--- src/rtl/soft_ides_align.sv ---
// Soft deserializer: CHANNELS serial lanes into RATIO-bit words, divided word clock,
// and per-lane bitslip alignment against a training word.
module soft_ides_align #(
    parameter int                RATIO         = 8,
    parameter int                CHANNELS      = 1,
    parameter logic [RATIO-1:0]  TRAIN_PATTERN = 8'h6A,
    parameter int                LOCK_COUNT    = 4
) (
    input  logic                         fclk_i,
    input  logic                         rst,
    input  logic [CHANNELS-1:0]          data_i,
    input  logic                         align_en,
    output logic                         pclk_o,
    output logic [CHANNELS*RATIO-1:0]    q_o,
    output logic                         q_valid_o,
    output logic [CHANNELS*4-1:0]        offset_o,
    output logic [CHANNELS-1:0]          locked_o,
    output logic [CHANNELS-1:0]          align_err_o
);

    localparam int CW = $clog2(RATIO);
    localparam int SW = $clog2(2*RATIO+1);

    typedef enum logic [1:0] {IDLE, CHECK, SLIP, LOCKED} state_t;

    logic [CW-1:0] r_cnt, w_cnt_n;
    logic          r_pclk, r_valid, w_cap;

    always_comb begin
        w_cap   = (r_cnt == CW'(RATIO-1));
        w_cnt_n = w_cap ? '0 : r_cnt + 1'b1;
    end

    always_ff @(posedge fclk_i) begin
        if (!rst) begin
            r_cnt   <= '0;
            r_pclk  <= 1'b0;
            r_valid <= 1'b0;
        end else begin
            r_cnt   <= w_cnt_n;
            r_pclk  <= (w_cnt_n >= CW'(RATIO/2));
            r_valid <= w_cap;
        end
    end

    assign pclk_o    = r_pclk;
    assign q_valid_o = r_valid;

    for (genvar c = 0; c < CHANNELS; c++) begin : g_lane
        // Windows read the post-update history from bit 1 upward, so bits [1:0] never need storing.
        logic [2*RATIO-1:2] r_hist;
        logic [2*RATIO-1:1] w_hist_n;
        logic [RATIO-1:0]   w_win, r_q;
        state_t             r_st, w_st_n;
        logic [3:0]         r_off, w_off_n;
        logic [SW-1:0]      r_slip, w_slip_n;
        logic [3:0]         r_match, w_match_n;
        logic               r_err, w_err_n;

        always_comb begin
            w_hist_n = {data_i[c], r_hist};
            w_win    = w_hist_n[RATIO +: RATIO];
            for (int unsigned k = 1; k < RATIO; k++) begin
                if (r_off == 4'(k)) w_win = w_hist_n[RATIO-k +: RATIO];
            end
        end

        always_comb begin
            w_st_n    = r_st;
            w_off_n   = r_off;
            w_slip_n  = r_slip;
            w_match_n = r_match;
            w_err_n   = r_err;
            if (!align_en) begin
                w_st_n    = IDLE;
                w_slip_n  = '0;
                w_match_n = '0;
                w_err_n   = 1'b0;
            end else begin
                case (r_st)
                    IDLE: begin
                        w_st_n    = CHECK;
                        w_slip_n  = '0;
                        w_match_n = '0;
                        w_err_n   = 1'b0;
                    end
                    CHECK: if (w_cap) begin
                        if (w_win == TRAIN_PATTERN) begin
                            if (r_match == 4'(LOCK_COUNT-1)) w_st_n = LOCKED;
                            else                             w_match_n = r_match + 4'd1;
                        end else begin
                            w_match_n = '0;
                            w_off_n   = (r_off == 4'(RATIO-1)) ? 4'd0 : r_off + 4'd1;
                            // Once the slip budget is spent, keep slipping every word without settling.
                            if (r_slip >= SW'(2*RATIO-1)) begin
                                w_slip_n = SW'(2*RATIO);
                                w_err_n  = 1'b1;
                                w_st_n   = CHECK;
                            end else begin
                                w_slip_n = r_slip + 1'b1;
                                w_st_n   = SLIP;
                            end
                        end
                    end
                    SLIP:   if (w_cap) w_st_n = CHECK;
                    LOCKED: w_st_n = LOCKED;
                endcase
            end
        end

        always_ff @(posedge fclk_i) begin
            if (!rst) begin
                r_hist  <= '0;
                r_q     <= '0;
                r_st    <= IDLE;
                r_off   <= '0;
                r_slip  <= '0;
                r_match <= '0;
                r_err   <= 1'b0;
            end else begin
                r_hist  <= w_hist_n[2*RATIO-1:2];
                if (w_cap) r_q <= w_win;
                r_st    <= w_st_n;
                r_off   <= w_off_n;
                r_slip  <= w_slip_n;
                r_match <= w_match_n;
                r_err   <= w_err_n;
            end
        end

        assign q_o[c*RATIO +: RATIO] = r_q;
        assign offset_o[c*4 +: 4]    = r_off;
        assign locked_o[c]           = (r_st == LOCKED);
        assign align_err_o[c]        = r_err;
    end

endmodule

--- config.mk ---
export PLATFORM = sky130hd
export DESIGN_NAME = soft_ides_align
export DESIGN_NICKNAME = d
export VERILOG_FILES = /design/src/rtl/soft_ides_align.sv
export SDC_FILE = /design/constraint.sdc
export NUM_CORES = 1
export LEC_CHECK = 0
export BUFFER_PORTS_ARGS = -buffer_cell sky130_fd_sc_hd__buf_2
export CORE_MARGIN = 3
export CORE_UTILIZATION = 65
export DETAILED_ROUTE_END_ITERATION = 10
export HOLD_SLACK_MARGIN = 0.03
export PLACE_DENSITY = 0.95
export SLEW_MARGIN = 10
export SYNTH_ARGS = -nofsm -noshare
export SYNTH_HDL_FRONTEND = slang
export SYNTH_SLANG_ARGS = --single-unit
export TNS_END_PERCENT = 30
--- constraint.sdc ---
create_clock -name fclk_i -period 8.1 [get_ports fclk_i]
set_input_delay 0.81 -clock fclk_i [delete_from_list [all_inputs] [get_ports fclk_i]]
set_output_delay 0.81 -clock fclk_i [all_outputs]
set_load 0.01 [all_outputs]
==> run metrics <==
Filler Cell Count=292; Worst Setup EP=offset_o[0]$_SDFFE_PN0P_; post-CTS sizing=0; clk sink count=42; prevailing post-synth register cell=dfxtp_1; Synthesized Nets=350; Synth cell types=65; CP Max Fanout=36; reg2reg end=offset_o[0]$_SDFFE_PN0P_; H-tree depth=2; clock slew seen by the registers of the worst setup and hold paths=80 ps; post-route ant nets=0; sequential share of the synthesized area=30.1%; Pwr per Cell Area=148 nW/um^2; syn avg cell area=8.29 sq um; Diodes inserted=0; final worst path period need=3750 ps; Skew-Pair Late Insertion Delay=300 ps; fin util=70.5%; Wirelength per Cell=16.6 microns; TritonCTS clock tree=done; period utilisation layout=46.3%; Fin Hold WS=430 ps; synthesized area=2790 sq um; Core Footprint=4090 sq um; die area=5120 sq um; Slew headroom=20.0%; Placer Congestion=0.915; clock buffer depth=2; DRT Wirelength=6400 microns; dpl cells=378; power consumption=0.427 mW; Yosys warnings=0; R2R cell count=10; final setup margin=4350 ps; CTS Buf Count=5; Critical Path RT=8340 ps; leakage power=1.13 nW; total track usage=25.6%; Clock Skews=4.34 ps; RSZ-0062 raised after global routing=no; vias in the first global route=2,306; post-CTS setup buffers=0; die height=71.6 microns; Cells after Synth=337; final setup violation count=0; initial core utilization=68.4%; Die Wd=71.6 microns; VDD IR max=131 uV; Design Area, Final=2880 sq um; Async SR Flop Fraction=0%; CP startpoint kind=flop; first-pass iteration count of the detailed router=5; most area-hungry cell type in the Yosys netlist=dfxtp_1; largest net degree at the start of global routing=37; Max Cap Violations=0; Root Buffer=clkbuf_8; nets=348; status=complete, no violations; CP arrival=3990 ps; total negative setup slack=0 ps; WS Path Type=reg2reg; Synth top area share=30.1%; R2R setup slack=4350 ps; worst hold path type=reg2reg; num rows=23; post-place setup slack=4460 ps; Max Clk Rate=267 MHz; #FFs+latches synth=42; CP endpoint kind=flop; layout cells sized above 1=13.1%; max-slew violation count=0; HP Start=r_cnt[0]$_SDFF_PN0_; Non-Filler Instances=386; reg2reg start=offset_o[0]$_SDFFE_PN0P_; initial antenna violation count=0; Slew @ Worst Pin=1200 ps; synth top area cells=dfxtp_1 30%, and2_1 5.2%, nand2_1 4.2%; post-route DRC violation count=0; initial DRC count=344; worst setup path startpoint=offset_o[0]$_SDFFE_PN0P_; first-pass GRT wire length=10,700 microns; IO Pins=20; Fin. Hold Viols=0; port bufs=19; Vias/cell=6.47; hold_buf cts=0; Area after DPL=2740 sq um; global route overflow=0; routed vias=2,498; EDFF count, synth=0; dpl hpwl=4400 microns; Syn-to-layout area delta=3.09%
## power by group
group	total, mW	switching [mW]	internal [mW]
combinational	0.0155	0.00947	0.00600
clock	0.200	0.0765	0.123
sequential	0.211	0.00251	0.209
total	0.427	0.0885	0.338
## synth_stat cells, types with 8 or more instances
cell type and count:
nor2b_1 16, nand3_1 9, dfxtp_1 42, o21ai_0 17
nor2_1 19, a21oi_1 20, inv_1 10, buf_6 10
nand2b_1 8, nand2_1 31, and2_1 23, nor3_1 9
clkbuf_1 9, ha_1 9
## state kept, by name, indices dropped and copies added (netlist names)
name / count
offset_o: 4
align_err_o: 1
r_cnt: 3
q_valid_o: 1
g_lane.r_st: 2
g_lane.r_slip: 5
g_lane.r_match: 4
q_o: 8
g_lane.r_hist: 14
## cell type report
cell class	count	area (sq um)	share of cell area, %
clock buffer	5	68.8	2.39
inverter	10	37.5	1.30
clock inverter	3	68.8	2.39
sequential	42	841	29.2
timing repair buffer	19	95.1	3.30
multi-input combinational	257	1710	59.3
tap	50	62.6	2.17
## logic make-up (layout without fill, tap and decap cells)
group | count (synthesis) | count (layout) | share of synthesized area [%]
buffers and inverters | 38 | 37 | 8.82
AND/OR/NAND/NOR | 147 | 147 | 30.3
flip-flops | 42 | 42 | 30.1
multiplexers | 6 | 6 | 2.19
AO/OA/AOI/OAI | 94 | 94 | 24.2
adder cells (fa/ha/maj) | 9 | 9 | 4.03
XOR/XNOR | 1 | 1 | 0.314
## critical path, cell delays in order (launching register included)
cell	delay, ps
dfxtp_1	370
inv_1	110
ha_1	960
nand2b_1	210
a32oi_1	250
o21ai_0	110
a311oi_1	610
nor4b_4	120
a21oi_2	450
and2_1	280
mux2i_1	200
## placed cells by master (no fill, tap or decap), types with 3 or more instances in the layout
master and instances:
a22oi_1 3, o22a_1 3, o211ai_1 3, ha_1 9, nor3_1 9, and3_1 5
o31ai_1 6, o21a_1 3, a21oi_1 20, nand3_1 9, nor2b_1 16, nand2b_1 8
a211oi_1 4, nor2_1 19, nand3b_1 3, o211a_1 5, mux2i_1 5, o21ai_0 17
nand2_1 31, a21o_1 4, dfxtp_1 42, inv_1 10, buf_2 19, and2_1 23
nor3b_1 6, clkbuf_8 5
## worst min path at each step
stage                     slack, ps  cells after the start                   to
after global placement          420                      1  r_cnt[0]$_SDFF_PN0_
after detailed placement        420                      1  r_cnt[0]$_SDFF_PN0_
after global routing            450                      1  r_cnt[0]$_SDFF_PN0_
after CTS                       440                      1  r_cnt[0]$_SDFF_PN0_
final                           430                      1  r_cnt[0]$_SDFF_PN0_
after floorplan                 400                      1  r_cnt[0]$_SDFF_PN0_
## metal layers
metal | vias to the layer above | GRT usage [%] | wire length (microns)
met5 | - | 0 | 0
met4 | 0 | 9.39 | 126
met3 | 18 | 4.35 | 470
met2 | 124 | 40.8 | 3010
met1 | 1156 | 34.8 | 2800
li1 | 1200 | - | -
Note: power is estimated with default switching activity, not from simulation.
